`src/rtl/gray_pkg.sv`:
```
// -----------------------------------------------------------------------------
// gray_pkg
//   Shared definitions for the gray_window3x3 neighbourhood stage.
//
//   Contents:
//     PIX_W_DEF      default gray pixel width (matches grayscale_converter)
//     WIN_N          number of elements in a 3x3 window
//     WIN_TL..WIN_BR flat element indices of the packed window, row-major,
//                    row 0 = oldest line, column 0 = leftmost column
//     win_idx(r,c)   flat element index of window position (r,c)
// -----------------------------------------------------------------------------
package gray_pkg;

    localparam int PIX_W_DEF = 8;
    localparam int WIN_N     = 9;

    // Top row (oldest line)
    localparam int WIN_TL = 0;
    localparam int WIN_TC = 1;
    localparam int WIN_TR = 2;
    // Middle row
    localparam int WIN_ML = 3;
    localparam int WIN_MC = 4;
    localparam int WIN_MR = 5;
    // Bottom row (newest line)
    localparam int WIN_BL = 6;
    localparam int WIN_BC = 7;
    localparam int WIN_BR = 8;

    // Flat element index of window position (r,c); element (r,c) occupies
    // bits [win_idx(r,c)*PIX_W +: PIX_W] of the packed window.
    function automatic int win_idx(input int r, input int c);
        return 3 * r + c;
    endfunction

endpackage : gray_pkg

```
`src/rtl/gray_line_buffer.sv`:
```
// -----------------------------------------------------------------------------
// gray_line_buffer
//   One image line of gray pixels. Single port, same-address
//   read-before-write: rdata always shows the value stored at addr before
//   any write performed on the coming clock edge, so a caller can fetch the
//   old pixel and overwrite it with the new one in the same cycle.
//
//   Parameters:
//     DEPTH   number of entries (pixels per line)
//     PIX_W   entry width in bits
//
//   Ports:
//     clk     in   clock, rising edge
//     we      in   write enable
//     addr    in   read/write address (column)
//     wdata   in   data written at addr when we=1
//     rdata   out  current (pre-write) contents at addr
// -----------------------------------------------------------------------------
module gray_line_buffer
    import gray_pkg::*;
#(
    parameter int DEPTH = 64,
    parameter int PIX_W = PIX_W_DEF
) (
    input  logic                     clk,
    input  logic                     we,
    input  logic [$clog2(DEPTH)-1:0] addr,
    input  logic [PIX_W-1:0]         wdata,
    output logic [PIX_W-1:0]         rdata
);

    logic [PIX_W-1:0] mem [DEPTH];

    // Asynchronous read gives the old value in the same cycle as the write.
    assign rdata = mem[addr];

    // NOTE: the storage array has no reset; clearing it would need one write
    // per entry, and the caller never emits data from a line it has not yet
    // refilled this frame, so the power-up contents are harmless.
    always_ff @(posedge clk) begin
        // NOTE: registered state is always assigned with <= so every flop
        // samples its inputs from before the edge, independent of block order.
        if (we) begin
            mem[addr] <= wdata;
        end
    end

endmodule : gray_line_buffer

```
`src/rtl/gray_window3x3.sv`:
```
// -----------------------------------------------------------------------------
// gray_window3x3
//   Streaming 3x3 neighbourhood generator placed right after the grayscale
//   converter. Pixels arrive one per handshake in raster order; two line
//   buffers hold the previous two lines, and a 3x3 shift register forms the
//   window. A window is emitted for every fully interior position (no
//   border padding), one cycle after the pixel that completes it.
//
//   Parameters:
//     IMG_WIDTH   pixels per line, >= 3
//     IMG_HEIGHT  lines per frame, >= 3
//     PIX_W       bits per gray pixel
//
//   Ports:
//     clk         in   clock, rising edge
//     rst         in   asynchronous active-high reset
//     pix_in      in   gray pixel
//     pix_valid   in   pix_in is valid
//     pix_sof     in   start of frame; the accepted pixel becomes (0,0)
//     pix_ready   out  a pixel can be accepted this cycle
//     win_out     out  packed window; element (r,c) at [(3*r+c)*PIX_W +: PIX_W],
//                      r=0 oldest line, c=0 leftmost column
//     win_valid   out  win_out holds a window
//     win_ready   in   consumer takes the window
//     frame_done  out  qualifies the last window of a frame
//
//   Optional feature (macro GRAY_WIN_COORD_EN):
//     win_x       out  window centre column (col-1), held with win_out
//     win_y       out  window centre row    (row-1), held with win_out
// -----------------------------------------------------------------------------
module gray_window3x3
    import gray_pkg::*;
#(
    parameter int IMG_WIDTH  = 64,
    parameter int IMG_HEIGHT = 64,
    parameter int PIX_W      = PIX_W_DEF
) (
    input  logic                   clk,
    input  logic                   rst,
    input  logic [PIX_W-1:0]       pix_in,
    input  logic                   pix_valid,
    input  logic                   pix_sof,
    output logic                   pix_ready,
    output logic [WIN_N*PIX_W-1:0] win_out,
    output logic                   win_valid,
    input  logic                   win_ready,
    output logic                   frame_done
`ifdef GRAY_WIN_COORD_EN
    ,
    output logic [$clog2(IMG_WIDTH)-1:0]  win_x,
    output logic [$clog2(IMG_HEIGHT)-1:0] win_y
`endif
);

    localparam int CW = $clog2(IMG_WIDTH);
    localparam int RW = $clog2(IMG_HEIGHT);

    localparam logic [CW-1:0] COL_LAST = CW'(IMG_WIDTH - 1);
    localparam logic [RW-1:0] ROW_LAST = RW'(IMG_HEIGHT - 1);
    // First column/row at which a full 3x3 neighbourhood is available.
    localparam logic [CW-1:0] COL_MIN  = CW'(2);
    localparam logic [RW-1:0] ROW_MIN  = RW'(2);

    // -------------------------------------------------------------------------
    // Position tracking
    // -------------------------------------------------------------------------
    logic [CW-1:0] col;
    logic [RW-1:0] row;
    logic [CW-1:0] cur_col;     // position of the pixel on pix_in
    logic [RW-1:0] cur_row;
    logic [CW-1:0] col_nxt;
    logic [RW-1:0] row_nxt;
    logic          col_last;
    logic          row_last;
    logic          accept;
    logic          emit;

    // One output slot: a pixel may enter only if the slot is empty or is
    // being drained this cycle, so the pipeline runs at full rate.
    assign pix_ready = win_ready || !win_valid;
    assign accept    = pix_valid && pix_ready;

    // Start of frame overrides the counters for the pixel that carries it.
    assign cur_col  = pix_sof ? '0 : col;
    assign cur_row  = pix_sof ? '0 : row;
    assign col_last = (cur_col == COL_LAST);
    assign row_last = (cur_row == ROW_LAST);

    // Windows never straddle a line wrap: column gating skips the two
    // positions whose left neighbours belong to the previous line, and row
    // gating skips lines whose buffers still hold the previous frame.
    assign emit = accept && (cur_row >= ROW_MIN) && (cur_col >= COL_MIN);

    always_comb begin
        // NOTE: every signal driven here gets a default first, so no path
        // leaves it unassigned and no latch is inferred.
        col_nxt = cur_col + CW'(1);
        row_nxt = cur_row;
        if (col_last) begin
            col_nxt = '0;
            row_nxt = row_last ? '0 : cur_row + RW'(1);
        end
    end

    always_ff @(posedge clk or posedge rst) begin
        if (rst) begin
            col <= '0;
            row <= '0;
        end else if (accept) begin
            col <= col_nxt;
            row <= row_nxt;
        end
    end

    // -------------------------------------------------------------------------
    // Line buffers
    //   lb1 holds the previous line, lb0 the line before it. On each accept
    //   the new pixel goes into lb1 and the displaced lb1 pixel moves down
    //   into lb0, both at the current column.
    // -------------------------------------------------------------------------
    logic [PIX_W-1:0] lb0_rdata;
    logic [PIX_W-1:0] lb1_rdata;

    gray_line_buffer #(
        .DEPTH (IMG_WIDTH),
        .PIX_W (PIX_W)
    ) u_lb0 (
        .clk   (clk),
        .we    (accept),
        .addr  (cur_col),
        .wdata (lb1_rdata),
        .rdata (lb0_rdata)
    );

    gray_line_buffer #(
        .DEPTH (IMG_WIDTH),
        .PIX_W (PIX_W)
    ) u_lb1 (
        .clk   (clk),
        .we    (accept),
        .addr  (cur_col),
        .wdata (pix_in),
        .rdata (lb1_rdata)
    );

    // -------------------------------------------------------------------------
    // Window shift register
    //   Columns move left by one; the new right-hand column is
    //   {oldest line, previous line, incoming pixel}. The register itself is
    //   the output: while a window waits, pix_ready is low so no accept can
    //   disturb it.
    // -------------------------------------------------------------------------
    logic [WIN_N*PIX_W-1:0] win_q;
    logic [WIN_N*PIX_W-1:0] win_shift;

    always_comb begin
        win_shift = win_q;
        for (int r = 0; r < 3; r++) begin
            for (int c = 0; c < 2; c++) begin
                win_shift[win_idx(r, c)*PIX_W +: PIX_W] =
                    win_q[win_idx(r, c + 1)*PIX_W +: PIX_W];
            end
        end
        win_shift[WIN_TR*PIX_W +: PIX_W] = lb0_rdata;
        win_shift[WIN_MR*PIX_W +: PIX_W] = lb1_rdata;
        win_shift[WIN_BR*PIX_W +: PIX_W] = pix_in;
    end

    always_ff @(posedge clk or posedge rst) begin
        if (rst) begin
            win_q <= '0;
        end else if (accept) begin
            win_q <= win_shift;
        end
    end

    assign win_out = win_q;

    // -------------------------------------------------------------------------
    // Output qualifiers
    //   A new window always wins over the one being handed off, so the slot
    //   stays full with back-to-back windows. Otherwise the slot empties
    //   when the consumer takes it and holds when it does not.
    // -------------------------------------------------------------------------
    always_ff @(posedge clk or posedge rst) begin
        if (rst) begin
            win_valid  <= 1'b0;
            frame_done <= 1'b0;
        end else if (emit) begin
            win_valid  <= 1'b1;
            frame_done <= col_last && row_last;
        end else if (win_ready) begin
            win_valid  <= 1'b0;
            frame_done <= 1'b0;
        end
    end

`ifdef GRAY_WIN_COORD_EN
    // Centre coordinates are captured only with a new window, so they stay
    // aligned with win_out while it is held.
    always_ff @(posedge clk or posedge rst) begin
        if (rst) begin
            win_x <= '0;
            win_y <= '0;
        end else if (emit) begin
            win_x <= cur_col - CW'(1);
            win_y <= cur_row - RW'(1);
        end
    end
`endif

endmodule : gray_window3x3
```
`config.mk`:
```
export PLATFORM = sky130hd
export DESIGN_NAME = gray_window3x3
export DESIGN_NICKNAME = d
export VERILOG_FILES = /design/src/rtl/gray_pkg.sv /design/src/rtl/gray_line_buffer.sv /design/src/rtl/gray_window3x3.sv
export SDC_FILE = /design/constraint.sdc
export NUM_CORES = 1
export LEC_CHECK = 0
export CAP_MARGIN = 10
export CORE_ASPECT_RATIO = 1.4
export CORE_MARGIN = 3
export CORE_UTILIZATION = 33
export DETAILED_ROUTE_END_ITERATION = 10
export GPL_TIMING_DRIVEN = 0
export PLACE_DENSITY_LB_ADDON = 0.15
export SKIP_CTS_REPAIR_TIMING = 1
export SLEW_MARGIN = 5
export SYNTH_ARGS = -nofsm -noshare
export SYNTH_HDL_FRONTEND = slang
export SYNTH_HIERARCHICAL = 1
export SYNTH_SLANG_ARGS = --single-unit
```
`constraint.sdc`:
```
create_clock -name clk -period 12.4 [get_ports clk]
set_input_delay 2.48 -clock clk [delete_from_list [all_inputs] [get_ports clk]]
set_output_delay 2.48 -clock clk [all_outputs]
set_load 0.01 [all_outputs]
```
==> results of run 1 <==
-- flip-flops by register name, indices dropped and copies added (netlist names) --
register / cells
row: 6
win_valid: 1
col: 6
frame_done: 1
u_lb0/mem: 512
u_lb1/mem: 512
win_out: 72
-- layout make-up --
class | count | share of cell area
sequential | 1110 | 0.638
multi-input combinational | 1428 | 0.202
clock buffer | 132 | 0.0597
tap | 1760 | 0.0427
timing repair buffer | 108 | 0.0232
buffer | 183 | 0.0174
clock inverter | 81 | 0.0159
inverter | 13 | 0.000995
antenna | 2 | 0.0000971
-- placed cells by master (no fill, tap or decap), types with 50 or more instances in the layout --
master	instances
buf_2	74
nor2_1	168
edfxtp_1	1024
nand2_1	314
nand2b_1	50
clkbuf_16	121
a21oi_1	59
a22oi_1	80
clkbuf_1	91
clkdlybuf4s50_1	79
mux4_2	82
dfrtp_1	86
mux2i_1	127
-- power breakdown --
group          total [mW]  leakage [nW]  switching, mW  internal, mW
clock network        3.54          1.92           1.42          2.12
registers            4.36          10.3         0.0490          4.31
logic                1.11          4.53          0.763         0.350
-- stage by stage --
stage / util / power [mW] / std cells
after floorplan: - / 4.93 / 2734
after global placement: 0.356 / 5.52 / 4581
after detailed placement: 0.359 / 5.55 / 4602
after CTS: 0.388 / 9.09 / 4815
after global routing: 0.388 / 9.30 / 4815
final: 0.388 / 9.01 / 4817
-- kinds of logic after synthesis --
logic type,share of synthesized area
multiplexers,0.0769
adder cells (fa/ha/maj),0.00113
AND/OR/NAND/NOR,0.0779
AO/OA/AOI/OAI,0.0789
buffers and inverters,0.0213
flip-flops,0.744
-- per-layer routing --
| layer | track usage | vias up | part of all wire |
|---|---|---|---|
| met5 | 0 | - | 0 |
| met4 | 0.126 | 0 | 0.068 |
| met3 | 0.0252 | 360 | 0.053 |
| met2 | 0.374 | 1110 | 0.52 |
| met1 | 0.240 | 13844 | 0.36 |
| li1 | - | 11230 | - |
-- final timing paths --
path                             start                to  slack [ns]  cells after the start
min in group asynchronous          rst       win_out[19]        2.21                      2
hold / removal             win_out[25]       win_out[25]        0.48                      2
max in group asynchronous          rst       win_out[68]        9.55                      3
hold reg to reg            win_out[25]       win_out[25]        0.48                      2
setup reg to reg                col[1]  u_lb0/mem[25][2]        6.76                     12
setup / recovery               pix_sof  u_lb0/mem[25][2]        4.38                     15
-- worst reg2reg max path, delay by kind of cell, from the launching register on --
family,cells,cell delay (ns)
AO/OA/AOI/OAI,1,0.54
buffers and inverters,8,2.93
flip-flops,1,0.43
AND/OR/NAND/NOR,3,1.48
==> reports/results.ini, run 1 <==
[power]
power_leakage_nw=16.8
power.density_nw_per_um2=175
peakVddDrop_v=0.000132

[floorplanning]
rows=158
die-area_um2=139000
dieWidth_um=315
initial_core_util=0.333
core_area_um2=133000
io_pins=88
die_height_um=439

[routing]
first_pass_iters=7
dr_total_vias=26544
drc=0
wl_per_cell_um=30.5
routed_via_density=5.51
ant_nets=0
finalWirelength_um=147000
drt_iter0_markers=2635

[logic_synthesis]
async_reset_ff_frac=0.0775
synth_top_area_cell=edfxtp_1
synth_top_area_share=0.695
synth_area_leaders=edfxtp_1, dfrtp_1, mux4_2, mux2i_1, nand2_1
syn_area_um2=44200
synthFlopType=edfxtp_1
synth-edff-count=1024
yosysSeqAreaShare=0.744
yosysMostFrequentCell=edfxtp_1
synth-seq-cells=1110
synth_nets=2751
synth_cells=2734
synth_cell_types=71
yosysWarningCount=6
synth_commonest_cells=edfxtp_1, nand2_1, nor2_1, mux2i_1, dfrtp_1
avgSynthCellArea_um2=16.2

[grt]
grt_pass1_wl_um=205000
grt_overflow=0
antenna_found_initial=1
grt_max_degree=66
grt_util_all_layers=0.210
grt_pass1_vias=27110

[clock_network]
clock-root-buffer=clkbuf_16
cts_max_path_buffers=3
worstSkewPairLatency_ns=0.70
clock_sinks=1110
numCtsBuffers=113
tritoncts=done
clkSlewWorstSetupHoldPaths_ns=0.06
cts.htree.levels=3

[sta]
worst_pin_slew_ns=1.29
min_period_ns=8.02
slew-limit-headroom=0.137
finalMaxSlewViolations=0
fmax_mhz=125
setup_viol=0
timing.final.crit_share=0.647
finalHoldViolations=0
rsz0062_at_grt=false
layout_setup_ws_ns=4.38
skew_ns=0.0318
final.setup.tns_ns=0
holdWs_ns=0.481

[critical_path]
worstPathRequired_ns=12.83
cp-end-kind=flip-flop
max_stage_delay_ns=0.86
slowest_stage=clkbuf_1
cp.buffers_inverters=11
path_max_fanout=22
crit_path_start_kind=input pin
arrival_ns=8.46
crit_chain=clkdlybuf4s50_1, clkbuf_2, clkbuf_1, nor2b_1, buf_6, buf_6, buf_2, clkbuf_1, buf_2, nor2_1, o31ai_1, nand4_1, buf_8, buf_8, buf_16
critical_path_class=in2reg
cp_top_family=buffers and inverters

[placed_design]
hpwl_um=102000
port_buffers=87
placed_area_um2=47600
pre_cts_ws_ns=3.61
place_congestion=0.933

[layout]
multi_input_comb_area_um2=10400
drive_gt1_frac=0.138
n_fill_cell=12408
regArea_um2=32900
synthToLayoutAreaGrowth_pct=16.6
fin_nets=2974
final_cell_area_um2=51600

[run_status]
outcome=finished clean

[flow_run]
maxCapViolCount=0

[hold_path]
hp-class=reg2reg

Note: power is estimated with default switching activity, not from simulation.
==> run 2: changes to the inputs <==
Clock period 12.4 ns to 7.4 ns, I/O delays scaled along.
==> results of run 2 <==
Same layout as run 1 (identical final DEF). Status: finished clean.
Among the figures that moved: setup slack after placement 3.61 ns -> -0.386 ns; setup slack after layout 4.38 ns -> 0.378 ns; register-to-register setup slack 6.76 ns -> 1.76 ns; total power 9.01 mW -> 15.1 mW; worst IR drop on VDD 0.000132 V -> 0.000222 V
